==> config.mk <==
export PLATFORM = sky130hd
export DESIGN_NAME = inst_fetch
export DESIGN_NICKNAME = d
export VERILOG_FILES = /design/src/rtl/inst_fetch.sv
export SDC_FILE = /design/constraint.sdc
export NUM_CORES = 1
export LEC_CHECK = 0
export CORE_ASPECT_RATIO = 0.9
export CORE_MARGIN = 2
export CORE_UTILIZATION = 46
export DETAILED_ROUTE_END_ITERATION = 6
export PLACE_DENSITY = 0.76
export SYNTH_ARGS = -nofsm -noshare
export SYNTH_HDL_FRONTEND = slang
export SYNTH_SLANG_ARGS = --single-unit
==> constraint.sdc <==
create_clock -name clk_i -period 4.3 [get_ports clk_i]
set_clock_uncertainty 0.2 [all_clocks]
set_input_delay 0.645 -clock clk_i [delete_from_list [all_inputs] [get_ports clk_i]]
set_output_delay 0.645 -clock clk_i [all_outputs]
set_load 0.1 [all_outputs]
==> src/rtl/inst_fetch.sv <==
// rtl/inst_fetch.sv - instruction fetch unit: PC, instruction bus requests, prefetch FIFO, jump redirect.
// Optional FETCH_BYPASS_EN: forward a response straight to the outputs when the FIFO is empty.
module inst_fetch #(
    parameter logic [31:0] RESET_ADDR = 32'h0000_0000,
    parameter int          FIFO_DEPTH = 2
) (
    input  logic        clk_i,
    input  logic        rst_i,
    input  logic        jump_enable_i,
    input  logic [31:0] jump_addr_i,
    input  logic        hold_i,
    output logic        ibus_req_o,
    output logic [31:0] ibus_addr_o,
    input  logic        ibus_gnt_i,
    input  logic        ibus_rvalid_i,
    input  logic [31:0] ibus_rdata_i,
    output logic [31:0] inst_o,
    output logic [31:0] inst_addr_o,
    output logic        inst_valid_o
);

    localparam int PW = (FIFO_DEPTH > 2) ? 2 : 1;
    localparam int CW = PW + 1;

    typedef enum logic {
        S_RUN,
        S_DISCARD
    } state_t;

    state_t          state_q;
    state_t          state_d;
    logic [31:0]     pc_q;
    logic [31:0]     push_addr_q;
    logic            outstanding_q;
    logic [PW-1:0]   rd_ptr_q;
    logic [PW-1:0]   wr_ptr_q;
    logic [CW-1:0]   count_q;
    logic [CW-1:0]   count_d;
    logic [CW-1:0]   level;
    logic [31:0]     fifo_inst [FIFO_DEPTH];
    logic [31:0]     fifo_addr [FIFO_DEPTH];

    logic            grant;
    logic            resp_run;
    logic            push;
    logic            pop;
    logic            byp;
    logic            head_valid;
    logic [31:0]     head_inst;
    logic [31:0]     head_addr;
    logic            unused_jump_lsb;

    assign unused_jump_lsb = ^jump_addr_i[1:0];

    // Requests stop once every FIFO slot is either filled or reserved by the fetch in flight.
    assign level       = count_q + CW'(outstanding_q);
    assign ibus_req_o  = !rst_i && (state_q == S_RUN) && !jump_enable_i
                         && (level < CW'(FIFO_DEPTH));
    assign ibus_addr_o = rst_i ? RESET_ADDR : pc_q;
    assign grant       = ibus_req_o && ibus_gnt_i;
    assign resp_run    = !rst_i && (state_q == S_RUN) && ibus_rvalid_i && !jump_enable_i;

    always_comb begin
        head_inst  = fifo_inst[rd_ptr_q];
        head_addr  = fifo_addr[rd_ptr_q];
        head_valid = (count_q != '0);
        byp        = 1'b0;
`ifdef FETCH_BYPASS_EN
        if ((count_q == '0) && resp_run) begin
            head_inst  = ibus_rdata_i;
            head_addr  = push_addr_q;
            head_valid = 1'b1;
            byp        = 1'b1;
        end
`endif
        inst_valid_o = head_valid && !jump_enable_i && !rst_i;
        inst_o       = inst_valid_o ? head_inst : 32'h0;
        inst_addr_o  = inst_valid_o ? head_addr : 32'h0;
    end

    // A bypassed response that is consumed on the spot never touches the FIFO.
    assign pop     = inst_valid_o && !hold_i && !byp;
    assign push    = resp_run && !(byp && !hold_i);
    assign count_d = count_q + CW'(push) - CW'(pop);

    always_comb begin
        state_d = state_q;
        if (jump_enable_i) begin
            state_d = (outstanding_q && !ibus_rvalid_i) ? S_DISCARD : S_RUN;
        end else if ((state_q == S_DISCARD) && ibus_rvalid_i) begin
            state_d = S_RUN;
        end
    end

    always_ff @(posedge clk_i) begin
        if (rst_i) begin
            state_q       <= S_RUN;
            pc_q          <= RESET_ADDR;
            push_addr_q   <= RESET_ADDR;
            outstanding_q <= 1'b0;
            rd_ptr_q      <= '0;
            wr_ptr_q      <= '0;
            count_q       <= '0;
        end else begin
            state_q <= state_d;
            if (jump_enable_i) begin
                pc_q          <= {jump_addr_i[31:2], 2'b00};
                outstanding_q <= (state_d == S_DISCARD);
                rd_ptr_q      <= '0;
                wr_ptr_q      <= '0;
                count_q       <= '0;
            end else if (state_q == S_DISCARD) begin
                if (ibus_rvalid_i) begin
                    outstanding_q <= 1'b0;
                end
            end else begin
                if (grant) begin
                    pc_q          <= pc_q + 32'd4;
                    push_addr_q   <= pc_q;
                    outstanding_q <= 1'b1;
                end else if (ibus_rvalid_i) begin
                    outstanding_q <= 1'b0;
                end
                if (push) begin
                    fifo_addr[wr_ptr_q] <= push_addr_q;
                    fifo_inst[wr_ptr_q] <= ibus_rdata_i;
                    wr_ptr_q            <= wr_ptr_q + PW'(1);
                end
                if (pop) begin
                    rd_ptr_q <= rd_ptr_q + PW'(1);
                end
                count_q <= count_d;
            end
        end
    end

endmodule
# Word-level counts from Yosys, hierarchy flattened
# Memory sizes are Yosys's and may differ from the RTL's. A register that Yosys moved wholly into a read port is not among the register bits.
# Cells that the tools add are included.
dict set report classes {
  n_bitwise 2
  n_eq_ne 1
  mux 22
  reduce_logical 23
  addsub 6
  n_lt_le_gt_ge 1
}
# cell count
set op_table {}
lappend op_table {{$mux 32} 6}
lappend op_table {{$add 32x3->32 const B} 1}
lappend op_table {{$mux 1} 16}
lappend op_table {{$logic_and 1x1->1} 11}
lappend op_table {{$reduce_and 2->1} 4}
lappend op_table {{$add 2x1->2} 2}
lappend op_table {{$logic_not 1->1} 4}
lappend op_table {{$reduce_bool 2->1} 2}
lappend op_table {{$reduce_and 3->1} 1}
lappend op_table {{$add 1x1->1 const B} 2}
lappend op_table {{$lt 2x2->1 const B} 1}
lappend op_table {{$ne 2x2->1 const B} 1}
lappend op_table {{$not 1->1} 2}
lappend op_table {{$reduce_or 2->1} 1}
lappend op_table {{$sub 2x1->2} 1}
dict set report word_totals {
  ram_bits 128
  word_cells 65
  mem_count 2
  inputBits 70
  reg_bits 70
  output_inout_bits 98
}
# name depth width rd rd_ports_with_merged_regs write_ports line_no
set mem_list {}
lappend mem_list {fifo_addr 2 32 1 1 1 41} ;# logic [31:0] fifo_addr [FIFO_DEPTH];
lappend mem_list {fifo_inst 2 32 1 1 1 40} ;# logic [31:0] fifo_inst [FIFO_DEPTH];

# Depth between registers and ports, before layout
dict set report depth {
  word_depth 9
  mapped_depth 12
  depth_no_buf 9
}

# Worst setup path before layout
# OpenSTA, ideal clock, no wires.
dict set report synth_timing {
  path_kind {in2reg}
  startpoint {input port jump_enable_i}
  endpoint {memory fifo_addr[0][10] (enable)}
  setup_time_ps 482
  path_slack_ps -166
  path_buffers 1
  arrival_ps 3784
  cell_stages 4
  required_ps 3618
  cell_sequence {clkbuf_1 nor3_1 nand2_1 nor2_1}
}
dict set report synth_via {
  elab_chain_cells 7
}
# item line_no
set synth_rtl {}
lappend synth_rtl {{start: declaration} 9} ;# input logic jump_enable_i,
lappend synth_rtl {{$logic_not 1->1} 61} ;# assign resp_run = !rst_i && (state_q == S_RUN) && ibus_rvalid_i && !jump_enable_i;
lappend synth_rtl {{$logic_and 1x1->1} 61}
lappend synth_rtl {{$mux 1} 124} ;# if (push) begin
lappend synth_rtl {{$mux 1} 112} ;# end else if (state_q == S_DISCARD) begin
lappend synth_rtl {{$mux 1 (*)} 106} ;# if (jump_enable_i) begin
lappend synth_rtl {{$mux 1 (*)} 96} ;# if (rst_i) begin
lappend synth_rtl {{$mux 1 (implied by the code) (*)} 125} ;# fifo_addr[wr_ptr_q] <= push_addr_q;
lappend synth_rtl {{end: declaration} 41}
# Mark *: on every way between the ends. The rest lies on a longest branch, timed or not.

# Worst setup path in the final report
dict set report layout_timing {
  startpoint {input port jump_enable_i}
  endpoint {output port inst_addr_o[18]}
}
dict set report layout_via {
  elab_chain_cells 4
}
# item line_no
set layout_rtl {}
lappend layout_rtl {{$logic_not 1->1} 76} ;# inst_valid_o = head_valid && !jump_enable_i && !rst_i;
lappend layout_rtl {{$logic_and 1x1->1 (2 in a row)} 76}
lappend layout_rtl {{$mux 32} 78} ;# inst_addr_o = inst_valid_o ? head_addr : 32'h0;
lappend layout_rtl {{end: declaration} 18} ;# output logic [31:0] inst_addr_o,
# No other way between the ends.

==> qor.yml <==
floorplan:
  design.core.area_um2: 17500
  rows: 46
  start_util_pct: 46.66
  die-area_um2: 18830
  ios: 168
  die_w_um: 144.4
  die_h_um: 130.4
sta:
  tightest_slew_ns: 1.137
  tns_ns: 0
  hold_violations: 0
  finalCriticalPeriod_ns: 3.169
  min_period_over_period_pct: 73.69
  clock.fmax_mhz: 315.6
  setup_viol_count_final: 0
  relSlewSlack_pct: 24.20
  drv_slew: 0
  rsz0062_at_grt: "no"
  hold_slack_ns: 0.2535
critical_path:
  cpMaxStageDelayCell: "clkdlybuf4s50_1"
  crit_family: "buffers and inverters"
  cp_max_fo: 61
  critPathMaxStageDelay_ns: 0.40
  path_class: "input port to primary output"
  cp.required_ns: 3.45
  cp-start-kind: "input port"
  crit_chain: "clkdlybuf4s50_1 > buf_4 > nor2_1 > o21ai_4 > buf_12 > nor2_1 > buf_12"
  worstSetupEndpointType: "primary output"
  cp.arrival_ns: 2.32
  cp_num_buf_inv: 4
grt:
  grt_usage_pct: 20.73
  grt_max_degree: 63
  grt_pass1_vias: 5694
  antenna_found_initial: 0
  grt_overflow: 0
  grt_pass1_wl_um: 29920
placed_design:
  dp_hpwl_um: 12870
  place_area_um2: 10570
  gp_congestion: 0.8666
  post-place-cells: 1085
  portBuffers: 161
synthesis:
  netlist_instances: 724
  yosysWarnings: 0
  synth_top_flop_cell: "edfxtp_1"
  synth-seq-cells: 191
  synth_most_common_cell: "edfxtp_1"
  async_reset_ff_share_pct: 0
  synth_edf_count: 124
  syn_area_um2: 8164
  synth_area_leader_cell: "edfxtp_1"
  ys_top_cells_by_count: "edfxtp_1 (124), nor2_1 (93), nand2_1 (92)"
  synth_top_area_share_pct: 45.61
  synthTopCellsByArea: "edfxtp_1 (46%), dfxtp_1 (16%), mux2i_1 (8.3%)"
  synth_cell_type_count: 51
  ys_seq_area_share_pct: 62.04
  synth.avg_cell_area_um2: 11.28
pwr:
  vdd_drop_max_mv: 0.2591
  power_uw: 3878
  power_leakage_uw: 0.003777
  p_per_area_nw_per_um2: 348.7
detailed_routing:
  vias: 5973
  drc: 0
  drt_iter0_drc: 422
  wl_met3_um: 1450
  wl_met2_um: 9349
  ant_nets: 0
  firstDrtPassIters: 5
  avgRoutedWirePerCell_um: 17.21
  wl_met1_um: 8166
  finalWirelength_um: 19220
  top_layer_used: "met4"
  viasPerCell: 5.347
clocking:
  cts_setup_buffers: 0
  cts_buffers: 17
  cts_sinks: 191
  cts_resized: 0
  cts_hold_buf: 0
  clk_latency_ns: 0.43
  cts_tree: "yes"
  clkTransAtPathRegs_ns: 0.06
  cts-root-buf: "clkbuf_16"
  cts.path.max_buffers: 2
  h-tree-depth: 4
final_layout:
  n_antenna_cell: 0
  finalInstanceArea_um2: 11120
  nets: 937
  final_cells: 1117
  syn_to_final_growth_pct: 36.21
  drive_gt1_share_pct: 17.45
  fill_cells: 1358
run_status:
  outcome: "finished clean"
flow_run:
  max_cap_violations: 0
worst_hold_path:
  hold_path.class: "register to register"
-- sequential cells by signal, indices dropped and copies added, names as in the netlist, named ones only --
signal and flops:
fifo_inst 64, fifo_addr 60, pc_q 30, push_addr_q 30, count_q 2, outstanding_q 1
rd_ptr_q 1, state_q 1, wr_ptr_q 1
-- layout by cell type (no fill, tap or decap), drive strengths merged, types with 4 or more instances in the layout --
| cell | Yosys | routed |
|---|---|---|
| a211oi | 5 | 5 |
| a21oi | 36 | 36 |
| a311oi | 5 | 5 |
| and2 | 4 | 4 |
| and3 | 6 | 6 |
| and4 | 4 | 4 |
| buf | 14 | 105 |
| clkbuf | 40 | 20 |
| clkdlybuf4s50 | 0 | 67 |
| clkinv | 1 | 8 |
| conb | 1 | 4 |
| dfxtp | 67 | 67 |
| edfxtp | 124 | 124 |
| inv | 14 | 16 |
| mux2i | 68 | 68 |
| nand2 | 92 | 92 |
| nand3 | 9 | 9 |
| nand4 | 10 | 10 |
| nor2 | 93 | 93 |
| nor2b | 23 | 23 |
| nor3 | 11 | 11 |
| nor4 | 7 | 7 |
| o21a | 9 | 9 |
| o21ai | 13 | 13 |
| o311a | 8 | 8 |
| o31ai | 7 | 7 |
| o41ai | 6 | 6 |
| or3 | 6 | 6 |
| or4 | 6 | 6 |
-- power by group --
group / total, uW / leakage (uW) / internal, uW / switching, uW
combinational: 387 / 0.00177 / 135 / 252
clock: 1460 / 0.000269 / 788 / 670
sequential: 2030 / 0.00174 / 1990 / 42.6
total: 3880 / 0.00378 / 2910 / 965
-- metrics by stage --
stage               util (%)  setup WS [ns]
finish                 63.56          1.131
detailed placement     60.40         0.8406
CTS                    63.56          1.103
global placement       60.40         0.8973
global route           63.56          1.080
floorplan                  -         0.7220
-- final cells by class --
cell class / instances / area [um^2] / area share [%]
Clock buffer: 20 / 466.7 / 4.197
Clock inverter: 12 / 86.33 / 0.7763
Inverter: 15 / 56.30 / 0.5063
Multi-Input combinational cell: 467 / 2860 / 25.72
Sequential cell: 191 / 5069 / 45.58
Tap cell: 240 / 300.3 / 2.700
Timing Repair Buffer: 172 / 2282 / 20.52
-- metal layers --
layer | GRT usage (%) | vias to the layer above
met4 | 6.453 | 0
met2 | 34.49 | 222
li1 | - | 2900
met5 | 0 | -
met1 | 27.26 | 2831
met3 | 4.774 | 20
-- final timing paths --
check / from / endpoint / slack (ns) / cells past startpoint
setup / recovery: jump_enable_i / inst_addr_o[18] / 1.13 / 7
hold / removal: push_addr_q[9] / fifo_addr[0][9] / 0.25 / 0
setup reg to reg: pc_q[9] / pc_q[20] / 1.52 / 4
hold reg to reg: push_addr_q[9] / fifo_addr[0][9] / 0.25 / 0
-- kinds of logic (layout without fill, tap and decap cells) --
logic type               Yosys count  count (layout)  share of synthesized area, %
AND/OR/NAND/NOR                  277             277                         15.71
buffers and inverters             69             219                         3.463
flip-flops                       191             191                         62.04
adder cells (fa/ha/maj)            3               3                        0.4598
AO/OA/AOI/OAI                    109             109                         9.211
multiplexers                      71              71                         8.751
XOR/XNOR                           3               3                        0.3219
other                              1               4                       0.04593
(Power assumes the default switching activity.)
==> RTL edit (same flow settings) <==
Build with the macro `FETCH_BYPASS_EN` defined.
--- a/src/rtl/inst_fetch.sv
+++ b/src/rtl/inst_fetch.sv
@@ -1,5 +1,7 @@
 // rtl/inst_fetch.sv - instruction fetch unit: PC, instruction bus requests, prefetch FIFO, jump redirect.
 // Optional FETCH_BYPASS_EN: forward a response straight to the outputs when the FIFO is empty.
+`define FETCH_BYPASS_EN
+
 module inst_fetch #(
     parameter logic [31:0] RESET_ADDR = 32'h0000_0000,
     parameter int          FIFO_DEPTH = 2
Check against the original RTL: not equivalent (Yosys sat finds a counterexample within 4 cycles, from zero or initial values and one cycle with rst_i high).
==> RTL edit against the unedited design <==
Final cell count increased by 8.8%. Via count increased by 15%. Worst setup slack got worse by 0.54 ns. Sequential cell count did not move. Total power rose by 5.0%. Wire length increased by 9.4%. Design area is 6.6% higher. Hold slack improved by 0.013 ns. Combinational power grew 46%. Die area increased by 8.5%. Fmax decreased by 15%. Synthesized area increased by 8.8%. Critical endpoint is now inst_addr_o[30]. Largest cell class unchanged. Largest power group unchanged.
==> RTL edit: results (changes against the unedited design) <==
Parameter                              Value

Power and ir drop
  Leakage power figure ... 4.02 nW (was 3.78 nW)
  Worst vdd rail ir drop ... 0.000279 V (was 0.000259 V)
  PwrDens ... 344 nW/µm² (was 349 nW/µm²)

Place
  Worst setup slack after placement ... 0.552 ns (was 0.841 ns)
  RePlAce Congestion ... 0.864 (was 0.867)
  Post-DP HPWL ... 14,100 µm (was 12,900 µm)
  Placed Area ... 11,300 µm² (was 10,600 µm²)

Min path
  Startpoint of the lowest-slack hold path ... pc_q[31]$_SDFFE_PP0P_ (was push_addr_q[9]$_SDFFE_PP0P_)
  End point of the most critical hold path ... push_addr_q[31]$_SDFFE_PP0P_ (was fifo_addr[0][9]$_DFFE_PP_)
  Hold Path Depth ... 2 (was 0)

Worst setup path
  Signal arrival time at the worst endpoint ... 2.87 ns (was 2.32 ns)
  Maximum fanout along the worst path ... 44 (was 61)
  Crit-path max cell delay ... 0.48 ns (was 0.40 ns)
  Setup slack of the worst register-to-register path ... 1.66 ns (was 1.52 ns)

Logic synthesis
  Leading post-synthesis cells by instance count ... 124 x sky130_fd_sc_hd__edfxtp_1, 100 x sky130_fd_sc_hd__nor2_1, 76 x sky130_fd_sc_hd__nand2_1 (was 124 x sky130_fd_sc_hd__edfxtp_1, 93 x sky130_fd_sc_hd__nor2_1, 92 x sky130_fd_sc_hd__nand2_1)
  Multiplexer area fraction after synthesis ... 7.21% (was 8.75%)
  Post-synthesis sequential area ratio ... 57.0% (was 62.0%)
  Share of the synthesized area in compound gates (AO/OA/AOI/OAI) ... 13.4% (was 9.21%)
  Cells after synthesis ... 825 (was 724)

Detailed routing
  Number of vias per cell ... 5.67 (was 5.35)
  Post-detailed-route wirelength per cell ... 17.3 µm (was 17.2 µm)

GRT
  Vias in the first global route ... 6,330 (was 5,694)
  Wire length of the first global-routing pass ... 33,000 µm (was 29,900 µm)
  Global routing usage summed across all routing layers ... 20.6% (was 20.7%)

Status
  Status ... completed (unchanged)

Layout
  Share of layout cells above drive strength 1 ... 16.4% (was 17.4%)
  Layout Cells excl Fill ... 1,215 (was 1,117)

STA
  Slew margin rel. ... 25.8% (was 24.2%)
-- RTL edit: cell count changes in the layout (fill, tap and decap cells not counted), moves of 5 or more --
cell / delta
sky130_fd_sc_hd__nor2_1: +7
sky130_fd_sc_hd__o41ai_1: -5
sky130_fd_sc_hd__nand2_1: -17
sky130_fd_sc_hd__nor4_1: +8
sky130_fd_sc_hd__nor2b_1: +8
sky130_fd_sc_hd__a211oi_1: +62
sky130_fd_sc_hd__a311oi_1: +10
sky130_fd_sc_hd__o311a_1: -6
sky130_fd_sc_hd__nand4_1: +7
-- RTL edit: worst max-delay path, delay by kind of cell --
kind	cells	cell delay, ns
AND/OR/NAND/NOR	2	0.67
AO/OA/AOI/OAI	1	0.47
buffers and inverters	3	1.04
-- RTL edit: how the worst max path moves through the flow --
stage,cells past startpoint,startpoint,end
2_1_floorplan,6,rst_i,inst_addr_o[10]
3_3_place_gp,6,jump_enable_i,inst_addr_o[30]
3_5_place_dp,6,jump_enable_i,inst_addr_o[30]
4_1_cts,6,jump_enable_i,inst_addr_o[30]
5_1_grt,6,jump_enable_i,inst_addr_o[30]
6_report,6,jump_enable_i,inst_addr_o[30]
-- RTL edit: routing by layer --
metal / vias to the layer above / part of all wire, % / track usage (%)
met5: - / 0 / 0
met4: 0 / 1.2 / 5.77
met3: 21 / 7.1 / 3.15
met2: 263 / 45 / 32.1
met1: 3265 / 46 / 30.0
li1: 3342 / - / -
-- RTL edit: final cells by class --
| class | count | area, µm² | area share, % |
|---|---|---|---|
| clock buffer | 24 | 482 | 4.06 |
| clock inverter | 8 | 78.8 | 0.665 |
| inverter | 14 | 52.6 | 0.443 |
| multi-input combinational | 553 | 3520 | 29.7 |
| sequential | 191 | 5070 | 42.8 |
| tap | 250 | 313 | 2.64 |
| timing repair buffer | 175 | 2340 | 19.7 |
